File: config.mk
export PLATFORM = sky130hd
export DESIGN_NAME = gsu_register_file
export DESIGN_NICKNAME = d
export VERILOG_FILES = /design/src/rtl/gsu_register_pkg.sv /design/src/rtl/gsu_prefix_state.sv /design/src/rtl/gsu_register_file.sv
export SDC_FILE = /design/constraint.sdc
export NUM_CORES = 1
export LEC_CHECK = 0
export BUFFER_PORTS_ARGS = -buffer_cell sky130_fd_sc_hd__buf_2
export CAP_MARGIN = 25
export CORE_ASPECT_RATIO = 1.25
export CORE_MARGIN = 2
export CORE_UTILIZATION = 55
export DETAILED_ROUTE_END_ITERATION = 10
export HOLD_SLACK_MARGIN = 0.08
export MAX_ROUTING_LAYER = met4
export PLACE_DENSITY = 0.85
export SETUP_SLACK_MARGIN = 0.4
export SLEW_MARGIN = 20
export SYNTH_ARGS = -nofsm -noshare
export SYNTH_HDL_FRONTEND = slang
export SYNTH_HIERARCHICAL = 1
export SYNTH_SLANG_ARGS = --single-unit
File: constraint.sdc
create_clock -name clock -period 6.1 [get_ports clock]
set_input_delay 1.22 -clock clock [delete_from_list [all_inputs] [get_ports clock]]
set_output_delay 1.22 -clock clock [all_outputs]
set_load 0.02 [all_outputs]
File: src/rtl/gsu_register_pkg.sv
// Shared types and constants for the GSU general-register bank.
// Optional build macro used by gsu_register_file: GSU_REGISTER_WRITE_BYPASS_EN.
package gsu_register_pkg;

  localparam int REGISTER_COUNT = 16;

  typedef logic [3:0] reg_index_t;

  localparam reg_index_t PC_INDEX          = 4'd15;
  localparam reg_index_t ROM_ADDRESS_INDEX = 4'd14;

  // Operand word slots on the packed 64-bit operand bus
  localparam int SREG_WORD = 0;
  localparam int RN_WORD   = 1;
  localparam int DREG_WORD = 2;
  localparam int PC_WORD   = 3;

  typedef enum logic {
    ST_IDLE     = 1'b0,
    ST_PREFIXED = 1'b1
  } prefix_state_t;

endpackage

File: src/rtl/gsu_prefix_state.sv
// FROM/TO/WITH prefix tracking: holds Sreg, Dreg and the B flag.
//
//   state       | meaning
//   ST_IDLE     | Sreg = Dreg = 0, B = 0
//   ST_PREFIXED | some prefix selection or B flag is live
module gsu_prefix_state
  import gsu_register_pkg::*;
(
  input  logic       clock,
  input  logic       reset,
  input  reg_index_t rn_select,
  input  logic       prefix_from,
  input  logic       prefix_to,
  input  logic       prefix_with,
  input  logic       instruction_done,
  output reg_index_t sreg_index,
  output reg_index_t dreg_index,
  output logic       b_flag
);

  prefix_state_t state_q, state_d;
  reg_index_t    sreg_q, sreg_d;
  reg_index_t    dreg_q, dreg_d;
  logic          b_q, b_d;

  always_ff @(posedge clock) begin
    if (reset) begin
      state_q <= ST_IDLE;
      sreg_q  <= '0;
      dreg_q  <= '0;
      b_q     <= 1'b0;
    end else begin
      state_q <= state_d;
      sreg_q  <= sreg_d;
      dreg_q  <= dreg_d;
      b_q     <= b_d;
    end
  end

  always_comb begin
    sreg_d  = sreg_q;
    dreg_d  = dreg_q;
    b_d     = b_q;
    state_d = state_q;
    // Clear first so a prefix arriving with instruction_done lands on a clean state
    if (instruction_done || state_q == ST_IDLE) begin
      sreg_d = '0;
      dreg_d = '0;
      b_d    = 1'b0;
    end
    if (prefix_with) begin
      sreg_d = rn_select;
      dreg_d = rn_select;
      b_d    = 1'b1;
    end else if (prefix_to) begin
      dreg_d = rn_select;
    end else if (prefix_from) begin
      sreg_d = rn_select;
    end
    state_d = (sreg_d != '0 || dreg_d != '0 || b_d) ? ST_PREFIXED : ST_IDLE;
  end

  assign sreg_index = sreg_q;
  assign dreg_index = dreg_q;
  assign b_flag     = b_q;

endmodule

File: src/rtl/gsu_register_file.sv
// GSU general registers R0-R15 with prefix selection, PC increment and R14 fetch pulse.
// Define GSU_REGISTER_WRITE_BYPASS_EN to forward same-cycle writes onto operand_bus.
module gsu_register_file
  import gsu_register_pkg::*;
#(
  parameter int                        REGISTER_WIDTH = 16,
  parameter logic [REGISTER_WIDTH-1:0] RESET_VALUE    = 16'h0000
) (
  input  logic                        clock,
  input  logic                        reset,
  input  reg_index_t                  rn_select,
  input  logic                        prefix_from,
  input  logic                        prefix_to,
  input  logic                        prefix_with,
  input  logic                        instruction_done,
  input  logic                        dreg_write_enable,
  input  logic                        rn_write_enable,
  input  logic [REGISTER_WIDTH-1:0]   write_data,
  input  logic                        pc_increment,
  output logic [4*REGISTER_WIDTH-1:0] operand_bus,
  output reg_index_t                  sreg_index,
  output reg_index_t                  dreg_index,
  output logic                        b_flag,
  output logic                        rom_fetch_request
);

  logic [REGISTER_WIDTH-1:0] regs_q     [REGISTER_COUNT];
  logic [REGISTER_WIDTH-1:0] next_value [REGISTER_COUNT];
  logic [REGISTER_WIDTH-1:0] words      [4];
  logic [REGISTER_COUNT-1:0] write_hit;
  logic                      fetch_q;

  gsu_prefix_state u_prefix_state (
    .clock            (clock),
    .reset            (reset),
    .rn_select        (rn_select),
    .prefix_from      (prefix_from),
    .prefix_to        (prefix_to),
    .prefix_with      (prefix_with),
    .instruction_done (instruction_done),
    .sreg_index       (sreg_index),
    .dreg_index       (dreg_index),
    .b_flag           (b_flag)
  );

  // Both write ports carry the same write_data, so an Rn/Dreg collision
  // resolves to the same value; dreg_index here is the pre-update Dreg.
  always_comb begin
    for (int i = 0; i < REGISTER_COUNT; i++) begin
      write_hit[i]  = (rn_write_enable   && rn_select  == reg_index_t'(i)) ||
                      (dreg_write_enable && dreg_index == reg_index_t'(i));
      next_value[i] = write_hit[i] ? write_data : regs_q[i];
    end
    if (pc_increment && !write_hit[PC_INDEX])
      next_value[PC_INDEX] = regs_q[PC_INDEX] + REGISTER_WIDTH'(1);
  end

  always_ff @(posedge clock) begin
    if (reset) begin
      for (int i = 0; i < REGISTER_COUNT; i++) regs_q[i] <= RESET_VALUE;
      fetch_q <= 1'b0;
    end else begin
      for (int i = 0; i < REGISTER_COUNT; i++) regs_q[i] <= next_value[i];
      fetch_q <= write_hit[ROM_ADDRESS_INDEX];
    end
  end

  always_comb begin
`ifdef GSU_REGISTER_WRITE_BYPASS_EN
    words[SREG_WORD] = write_hit[sreg_index] ? write_data : regs_q[sreg_index];
    words[RN_WORD]   = write_hit[rn_select]  ? write_data : regs_q[rn_select];
    words[DREG_WORD] = write_hit[dreg_index] ? write_data : regs_q[dreg_index];
    words[PC_WORD]   = next_value[PC_INDEX];
`else
    words[SREG_WORD] = regs_q[sreg_index];
    words[RN_WORD]   = regs_q[rn_select];
    words[DREG_WORD] = regs_q[dreg_index];
    words[PC_WORD]   = regs_q[PC_INDEX];
`endif
    for (int k = 0; k < 4; k++)
      operand_bus[k*REGISTER_WIDTH +: REGISTER_WIDTH] = words[k];
  end

  assign rom_fetch_request = fetch_q;

endmodule

==> run summary, run 1 <==
max-cap violations: 0
worst-path cell chain: buf_2 -> buf_4 -> mux4_2 -> mux4_2 -> buf_2
Rel. slew slack: 23.4%
synth-to-layout area growth: 11.3%
Post-synth top cells: edfxtp_1 (240), mux4_2 (224), nor2_1 (192), clkbuf_1 (56), nand2_1 (40)
number of unique standard cell types used by synthesis: 47
CTS resizes: 0
number of synthesized flops with an enable pin: 240
top_reg_cell synth: edfxtp_1
first-pass GRT wire length: 69500 um
Power Density: 276 nW/um2
routed wire length: 47700 um
clk root buf: clkbuf_16
measured slew at the worst slew-check pin: 1.15 ns
Die Height: 192 um
RSZ-0062 raised after global routing: false
hold-fix buffer count after cts: 0
Critical Path End Type: output pin
Reg area: 7760 um2
Core ar.: 27700 um2
Row Count: 68
largest area contributor in the netlist: edfxtp_1
worst-skew pair later-pin latency: 0.55 ns
Final min period: 4.73 ns
syn_nets: 1003
Setup Viol. Count Final: 0
DR vias: 10800
#FFs+latches synth: 267
Final period util: 77.6%
Post-DRT Antenna Nets: 0
area occupied by multi-input gates: 7210 um2
Max Buffers Root-to-Sink: 3
run status: finished clean
Die Wd: 154 um
Clock Skew: 0.0175 ns
peak supply drop: 0.259 mV
kind of critical path: input port to output pin
fin cells: 1411
initial antenna violation count: 2
CTS tree: done
drt first pass iters: 5
final hold vios: 0
gr ovfl total: 0
Placed Cells: 1357
leakage power: 6.02 nW
Setup Fix Bufs, Post-CTS: 0
DP Wirelength: 29600 um
Critical Path AT: 3.51 ns
post-synth top area share: 46.5%
data required time of the worst path: 4.88 ns
drt drc: 0
Worst-path clk slew: 0.06 ns
type of the most critical hold path: register to register
slowest library cell on the worst path: buf_2
routability cong.: 0.895
TritonCTS Sinks: 267
IO Port Bufs: 102
TritonCTS Buffers: 27
Die ar.: 29500 um2
synth top area cells: edfxtp_1 (47%), mux4_2 (33%), nor2_1 (4.7%)
CP max stage delay: 0.74 ns
CP max FO: 38
wire length per cell: 33.8 um
DRC marker count from the first detailed-route iteration: 2062
total negative slack: 0 ns
number of H-tree levels: 1
top-count cell post-synth: edfxtp_1
largest net degree at the start of global routing: 48
Max Slew Vio Count: 0
# fillers: 1839
YS warnings: 6
overall fraction of global-route tracks in use: 33.7%
io pins: 103
nets: 1070
vias in the first global route: 10900
Min Hold Slack: 0.576 ns
Seq/Total Area, Yosys: 50.0%
Post-Syn Instances: 973
Initial Util: 56.0%
Avg Synthesized Cell Area: 15.9 um2
layout cell share with drive strength beyond 1: 39.7%
async set-reset flop share out of synthesis: 0%
synthesized area: 15500 um2
FMAX: 0.211 GHz
vias per cell: 7.69
Startpoint Class: input port
[cells by family (layout without fill, tap and decap cells)]
group	Yosys count	in the layout	synth area share, %
AO/OA/AOI/OAI	43	43	2.07
XOR/XNOR	13	13	0.735
multiplexers	241	241	35.3
AND/OR/NAND/NOR	289	289	8.04
buffers and inverters	119	205	3.75
adder cells (fa/ha/maj)	1	1	0.0807
other	0	2	0
flip-flops	267	267	50.0
[cells in the final DEF (no fill, tap or decap), drive strengths merged, types with 2 or more instances in the layout]
master,n
nor4,4
bufinv,5
o221ai,2
o31ai,2
a22oi,10
a21oi,6
nor2b,6
nand4,7
nand2,40
nand3b,2
nand2b,6
nor2,193
xnor2,8
mux4,240
clkinv,12
or2,2
nor3b,2
edfxtp,240
and4,2
o22a,3
a311oi,2
buf,140
clkbuf,30
a211oi,14
diode,2
inv,17
nor3,8
nand3,12
dfxtp,27
xor2,5
[per-layer routing]
metal / part of all wire [%] / global-route usage, % / vias to the layer above / wire length, um
met4: 6.9 / 18.2 / 0 / 3290
li1: - / - / 4101 / -
met2: 49 / 53.8 / 1077 / 23200
met5: 0 / - / - / 0
met3: 14 / 8.44 / 233 / 6590
met1: 31 / 40.0 / 5438 / 14600
[final timing paths]
| path | from | to | slack [ns] | cells after the start |
|---|---|---|---|---|
| min | u_prefix_state/b_flag | u_prefix_state/b_flag | 0.58 | 2 |
| max | rn_select[1] | operand_bus[23] | 1.37 | 5 |
| min reg2reg | u_prefix_state/b_flag | u_prefix_state/b_flag | 0.58 | 2 |
| max reg2reg | u_prefix_state/dreg_index[0] | regs_q[8][10] | 2.80 | 6 |
[registers in the layout, indices dropped and copies added (netlist names)]
signal                     count
regs_q                       256
u_prefix_state/dreg_index      4
u_prefix_state/sreg_index      4
rom_fetch_request              1
u_prefix_state/b_flag          1
u_prefix_state/state_q         1
[report_power, final]
group	internal [mW]	switching, mW
sequential	2.11	0.117
clock	1.02	0.720
combinational	0.363	0.429
total	3.49	1.27
[through the flow]
stage / worst slack (ns) / instance area (um2) / util, % / power (mW)
2_1_floorplan: 1.86 / 15500 / - / 2.75
6_report: 1.37 / 17300 / 62.4 / 4.76
3_3_place_gp: 1.53 / 16300 / 58.8 / 2.99
4_1_cts: 1.43 / 17200 / 62.1 / 4.73
3_5_place_dp: 1.45 / 16300 / 58.8 / 3.03
5_1_grt: 1.35 / 17300 / 62.4 / 4.86
[worst max-delay path, delay by kind of cell]
family,cells,cell delay (ns)
buf+inv,3,1.39
mux,2,0.86
[area by class of cell]
type                       instances  area share [%]
clock inverter                    18            1.30
clock buffer                      30            3.98
antenna                            2          0.0290
tap                              350            2.54
sequential                       267            45.0
multi-input combinational        587            41.8
timing repair buffer             140            5.03
inverter                          17           0.370
Note: power is estimated with default switching activity, not from simulation.
==> inputs of run 2 (changes only) <==
==> constraint.sdc (replaced) <==
create_clock -name clock -period 4.5 [get_ports clock]
set_input_delay 0.9 -clock clock [delete_from_list [all_inputs] [get_ports clock]]
set_output_delay 0.9 -clock clock [all_outputs]
set_load 0.02 [all_outputs]
==> run summary, run 2 (same netlist as run 1, synthesis figures left out) <==
max-cap violations: 0 (unchanged)
nets: 1078 (+0.75%)
routability cong.: 0.904 (+1.0%)
routed wire length: 47600 um (-0.18%)
total negative slack: 0 ns (unchanged)
TritonCTS Sinks: 267 (unchanged)
first-pass GRT wire length: 68700 um (-1.1%)
FMAX: 0.259 GHz
Setup Fix Bufs, Post-CTS: 0 (unchanged)
kind of critical path: register to output pin
Row Count: 68 (unchanged)
Worst-path clk slew: 0.06 ns (about the same)
drt drc: 0 (unchanged)
vias per cell: 7.65 (-0.53%)
wire length per cell: 33.6 um (-0.60%)
gr ovfl total: 0 (unchanged)
leakage power: 6.06 nW (+0.60%)
Final min period: 3.87 ns
final instance area: 17300 um2 (+0.44%)
Die Height: 192 um (unchanged)
measured slew at the worst slew-check pin: 1.07 ns (-0.0828 ns)
Critical Path AT: 2.97 ns (-0.54 ns)
synth-to-layout area growth: 11.8%
# fillers: 1833 (-0.33%)
DRC marker count from the first detailed-route iteration: 1454 (-29%)
Buf/Inv on CP: 2 (-1)
instance area at placement: 16400 um2 (+0.69%)
CP max FO: 32 (-16%)
drt first pass iters: 6 (+1)
critical path depth: 4 (-1)
initial antenna violation count: 1 (-1)
delay-heaviest family, CP: multiplexers
peak supply drop: 0.348 mV (+34%)
Worst Reg-to-Reg Cells: 7 (+1)
max reg flops: 256 (unchanged)
largest net degree at the start of global routing: 73 (+52%)
Critical Path End Type: output pin
Core ar.: 27700 um2 (unchanged)
Final period util: 86.0%
TritonCTS Buffers: 27 (unchanged)
slowest library cell on the worst path: dfxtp_4
worst-path cell chain: buf_4 -> mux4_1 -> mux4_2 -> buf_2
worst-skew pair later-pin latency: 0.54 ns (about the same)
Power Density: 368 nW/um2 (+34%)
number of H-tree levels: 1 (unchanged)
Reg with most FFs: regs_q
Die ar.: 29500 um2 (unchanged)
final hold vios: 0 (unchanged)
Rel. slew slack: 28.7% (+5.3 points)
CTS tree: done
CP max stage delay: 0.78 ns (+0.04 ns)
vias in the first global route: 10900 (+0.27%)
Max Buffers Root-to-Sink: 3 (unchanged)
type of the most critical hold path: register to register
DP Wirelength: 29400 um (-0.86%)
clk root buf: clkbuf_16
commonest non-fill, non-tap cell in the layout: edfxtp_1
run status: finished clean
overall fraction of global-route tracks in use: 33.2% (-0.53 points)
hold-fix buffer count after cts: 0 (unchanged)
io pins: 103 (unchanged)
Post-DRT Antenna Nets: 0 (unchanged)
IO Port Bufs: 102 (unchanged)
Max Slew Vio Count: 0 (unchanged)
Die Wd: 154 um (unchanged)
Clock Skew: 0.0115 ns (-0.00600 ns)
RSZ-0062 raised after global routing: false
# diodes: 0 (-2)
Initial Util: 56.0% (unchanged)
Startpoint Class: register
most frequent cells in the layout: edfxtp_1 (240), mux4_2 (224), nor2_1 (192), buf_2 (101), nand2_1 (40)
Hold Crit Depth: 2 (unchanged)
Setup Viol. Count Final: 0 (unchanged)
DR vias: 10800 (-0.11%)
data required time of the worst path: 3.60 ns (-1.28 ns)
CTS resizes: 0 (unchanged)
layout cell share with drive strength beyond 1: 39.6% (about the same)
==> run 2: where the power goes <==
group	internal [mW]	total [mW]	switching, mW
clock	1.33	2.28	0.952
sequential	2.86	3.01	0.157
combinational	0.506	1.09	0.585
==> run 2: path summary, 6_finish.rpt <==
path / slack, ns / from / end
hold / removal: 0.55 / u_prefix_state/b_flag / u_prefix_state/b_flag
setup reg to reg: 1.53 / u_prefix_state/dreg_index[0] / regs_q[3][1]
setup / recovery: 0.63 / u_prefix_state/dreg_index[0] / operand_bus[35]
hold reg to reg: 0.55 / u_prefix_state/b_flag / u_prefix_state/b_flag
==> run 2: metrics by stage <==
stage / cells / total power [mW] / util, % / setup WS [ns] / hold WS (ns)
final: 1417 / 6.38 / 62.7 / 0.632 / 0.554
after global routing: 1417 / 6.51 / 62.7 / 0.512 / 0.629
after CTS: 1413 / 6.35 / 62.4 / 0.604 / 0.556
after detailed placement: 1365 / 4.11 / 59.2 / 0.795 / 0.545
after global placement: 1365 / 4.07 / 59.2 / 0.832 / 0.518
after floorplan: 973 / 3.73 / - / 0.583 / 0.576
==> run 2: layer usage <==
| metal | global-route usage (%) | routed length, um |
|---|---|---|
| met4 | 19.5 | 3230 |
| met5 | - | 0 |
| met1 | 38.8 | 14400 |
| met3 | 8.42 | 6700 |
| met2 | 52.7 | 23300 |
==> run 2: area by class of cell <==
cell class | count | area [um2] | area share, %
Timing Repair Buffer | 148 | 1010 | 5.81
Clock buffer | 33 | 698 | 4.03
Tap cell | 350 | 438 | 2.53
Clock inverter | 15 | 176 | 1.02
Multi-Input combinational cell | 587 | 7190 | 41.5
Inverter | 17 | 63.8 | 0.368
Sequential cell | 267 | 7760 | 44.8
==> run 2: worst register-to-register path: cells and delay by family (launching register included) <==
| family | cells | cell delay (ns) |
|---|---|---|
| buffers and inverters | 3 | 0.89 |
| DFF | 1 | 0.78 |
| and+or+nand+nor | 4 | 1.01 |
==> inputs of run 3 (changes only) <==
--- a/config.mk
+++ b/config.mk
@@ -5,6 +5,7 @@
 export SDC_FILE = /design/constraint.sdc
 export NUM_CORES = 1
 export LEC_CHECK = 0
+export ABC_CLOCK_PERIOD_IN_PS = 3650
 export BUFFER_PORTS_ARGS = -buffer_cell sky130_fd_sc_hd__buf_2
 export CAP_MARGIN = 25
 export CORE_ASPECT_RATIO = 1.25
==> constraint.sdc (replaced) <==
create_clock -name clock -period 3.65 [get_ports clock]
set_input_delay 0.73 -clock clock [delete_from_list [all_inputs] [get_ports clock]]
set_output_delay 0.73 -clock clock [all_outputs]
set_load 0.02 [all_outputs]
==> run summary, run 3 (same netlist as run 1, synthesis figures left out) <==
run status: finished clean
Reg with most FFs: regs_q
total negative slack: 0 ns (unchanged)
peak supply drop: 0.437 mV (+25%)
DRC marker count from the first detailed-route iteration: 1796 (+24%)
TritonCTS Buffers: 28 (+3.7%)
number of H-tree levels: 1 (unchanged)
routed wire length: 50500 um (+6.1%)
Reg area: 7760 um2 (about the same)
final hold vios: 0 (unchanged)
clk root buf: clkbuf_16
Max Slew Vio Count: 0 (unchanged)
io pins: 103 (unchanged)
Rel. slew slack: 39.2% (+10 points)
layout cell share with drive strength beyond 1: 42.3% (+2.6 points)
Worst-path clk slew: 0.06 ns (about the same)
Core ar.: 27700 um2 (unchanged)
instance area at placement: 16600 um2 (+1.2%)
Final min period: 3.26 ns
Comb power frac: 18.3% (+1.2 points)
Placed Cells: 1386 (+1.5%)
Final period util: 89.4%
measured slew at the worst slew-check pin: 0.910 ns (-0.156 ns)
drt drc: 0 (unchanged)
wire length per cell: 34.6 um (+3.0%)
DP Wirelength: 30600 um (+4.3%)
Psw: 2.15 mW (+27%)
leakage power: 6.35 nW (+4.8%)
Critical Path End Type: output pin
Die Wd: 154 um (unchanged)
Internal Power: 5.94 mW (+27%)
clock group share of total power: 36.0% (+0.3 points)
Startpoint Class: register
sequential share of power: 45.7% (-1.5 points)
nets: 1119 (+3.8%)
initial antenna violation count: 0 (-1)
Min Hold Slack: 0.470 ns (-0.0837 ns)
CTS tree: done
largest net degree at the start of global routing: 73 (unchanged)
max-cap violations: 0 (unchanged)
Clock Skew: 0.0187 ns (+0.00715 ns)
switching share of power: 26.6% (+0.066 points)
# diodes: 0 (unchanged)
area occupied by multi-input gates: 7180 um2 (-0.12%)
IO Port Bufs: 102 (unchanged)
Die Height: 192 um (unchanged)
fin cells: 1460 (+3.0%)
Row Count: 68 (unchanged)
TritonCTS Sinks: 267 (unchanged)
most frequent cells in the layout: edfxtp_1 (240), mux4_2 (229), nor2_1 (192), buf_2 (92), buf_4 (60)
RSZ-0062 raised after global routing: true
FMAX: 0.307 GHz
data required time of the worst path: 2.92 ns (-0.68 ns)
Initial Util: 56.0% (unchanged)
Post-DRT Antenna Nets: 0 (unchanged)
CP max FO: 8 (-75%)
DR vias: 11200 (+2.9%)
type of the most critical hold path: input port to register
vias in the first global route: 11200 (+2.3%)
Setup Viol. Count Final: 0 (unchanged)
overall fraction of global-route tracks in use: 34.8% (+1.6 points)
first-pass GRT wire length: 72100 um (+5.0%)
worst-skew pair later-pin latency: 0.55 ns (about the same)
vias per cell: 7.64 (-0.12%)
final instance area: 18000 um2 (+3.6%)
kind of critical path: register to output pin
Critical Path AT: 2.53 ns (-0.44 ns)
Max Buffers Root-to-Sink: 3 (unchanged)
# fillers: 1761 (-3.9%)
max reg flops: 256 (unchanged)
Finished Core Util: 64.9% (+2.3 points)
Die ar.: 29500 um2 (unchanged)
Power Density: 451 nW/um2 (+22%)
gr ovfl total: 0 (unchanged)
synth-to-layout area growth: 15.9%
commonest non-fill, non-tap cell in the layout: edfxtp_1
routability cong.: 0.918 (+1.5%)
drt first pass iters: 6 (unchanged)
-- run 3: cell count changes in the layout (fill, tap and decap cells not counted), sizes merged --
| cell | previous run | this run |
|---|---|---|
| buf | 148 | 182 |
| inv | 18 | 17 |
| clkbuf | 33 | 40 |
| clkinv | 8 | 11 |
-- run 3: power groups by stage --
stage | registers [mW] | clock network, mW | logic [mW]
final | 3.70 | 2.92 | 1.48
after global routing | 3.71 | 3.05 | 1.52
after CTS | 3.68 | 2.92 | 1.40
after detailed placement | 3.74 | 0 | 1.35
after global placement | 3.72 | 0 | 1.32
after floorplan | 3.68 | 0 | 0.924
-- run 3: routing by layer --
layer	vias up	track usage (%)	share of wire (%)
li1	4198	-	-
met1	5506	41.2	29
met2	1171	55.7	49
met3	277	8.42	15
met4	0	18.9	7.1
met5	-	-	0
-- run 3: per-stage QoR --
step | total power, mW | setup slack (ns)
floorplan | 4.60 | 0.583
global placement | 5.05 | 0.216
detailed placement | 5.10 | 0.176
CTS | 8.01 | 0.379
global route | 8.27 | 0.350
finish | 8.10 | 0.388
-- run 3: repair_timing --
item                       CTS  global route
setup buffers               10             3
gates cloned                 2             7
setup endpoints to repair   31            31
gates resized for setup     15            24
pin swaps                    0             0
hold buffers                 0             0
-- run 3: path summary, 6_finish.rpt --
kind / depth (start not counted) / slack (ns) / start / to
worst max register to register: 6 / 1.29 / u_prefix_state/dreg_index[1] / regs_q[7][9]
worst max-delay path: 6 / 0.39 / u_prefix_state/dreg_index[0] / operand_bus[40]
worst min-delay path: 3 / 0.47 / prefix_with / u_prefix_state/b_flag
worst min register to register: 2 / 0.54 / u_prefix_state/b_flag / u_prefix_state/b_flag
-- run 3: final cells by class --
class	count	area share, %
Sequential cell	267	43.2
Multi-Input combinational cell	587	40.0
Timing Repair Buffer	188	8.83
Clock buffer	34	4.15
Tap cell	350	2.44
Clock inverter	17	1.02
Inverter	17	0.355
-- run 3: worst max-delay path, stage by stage (launching register included) --
cell and delay, ns:
dfxtp_4 0.38, buf_12 0.15, buf_12 0.15, buf_4 0.12, mux4_2 0.50, mux4_2 0.51
buf_6 0.16
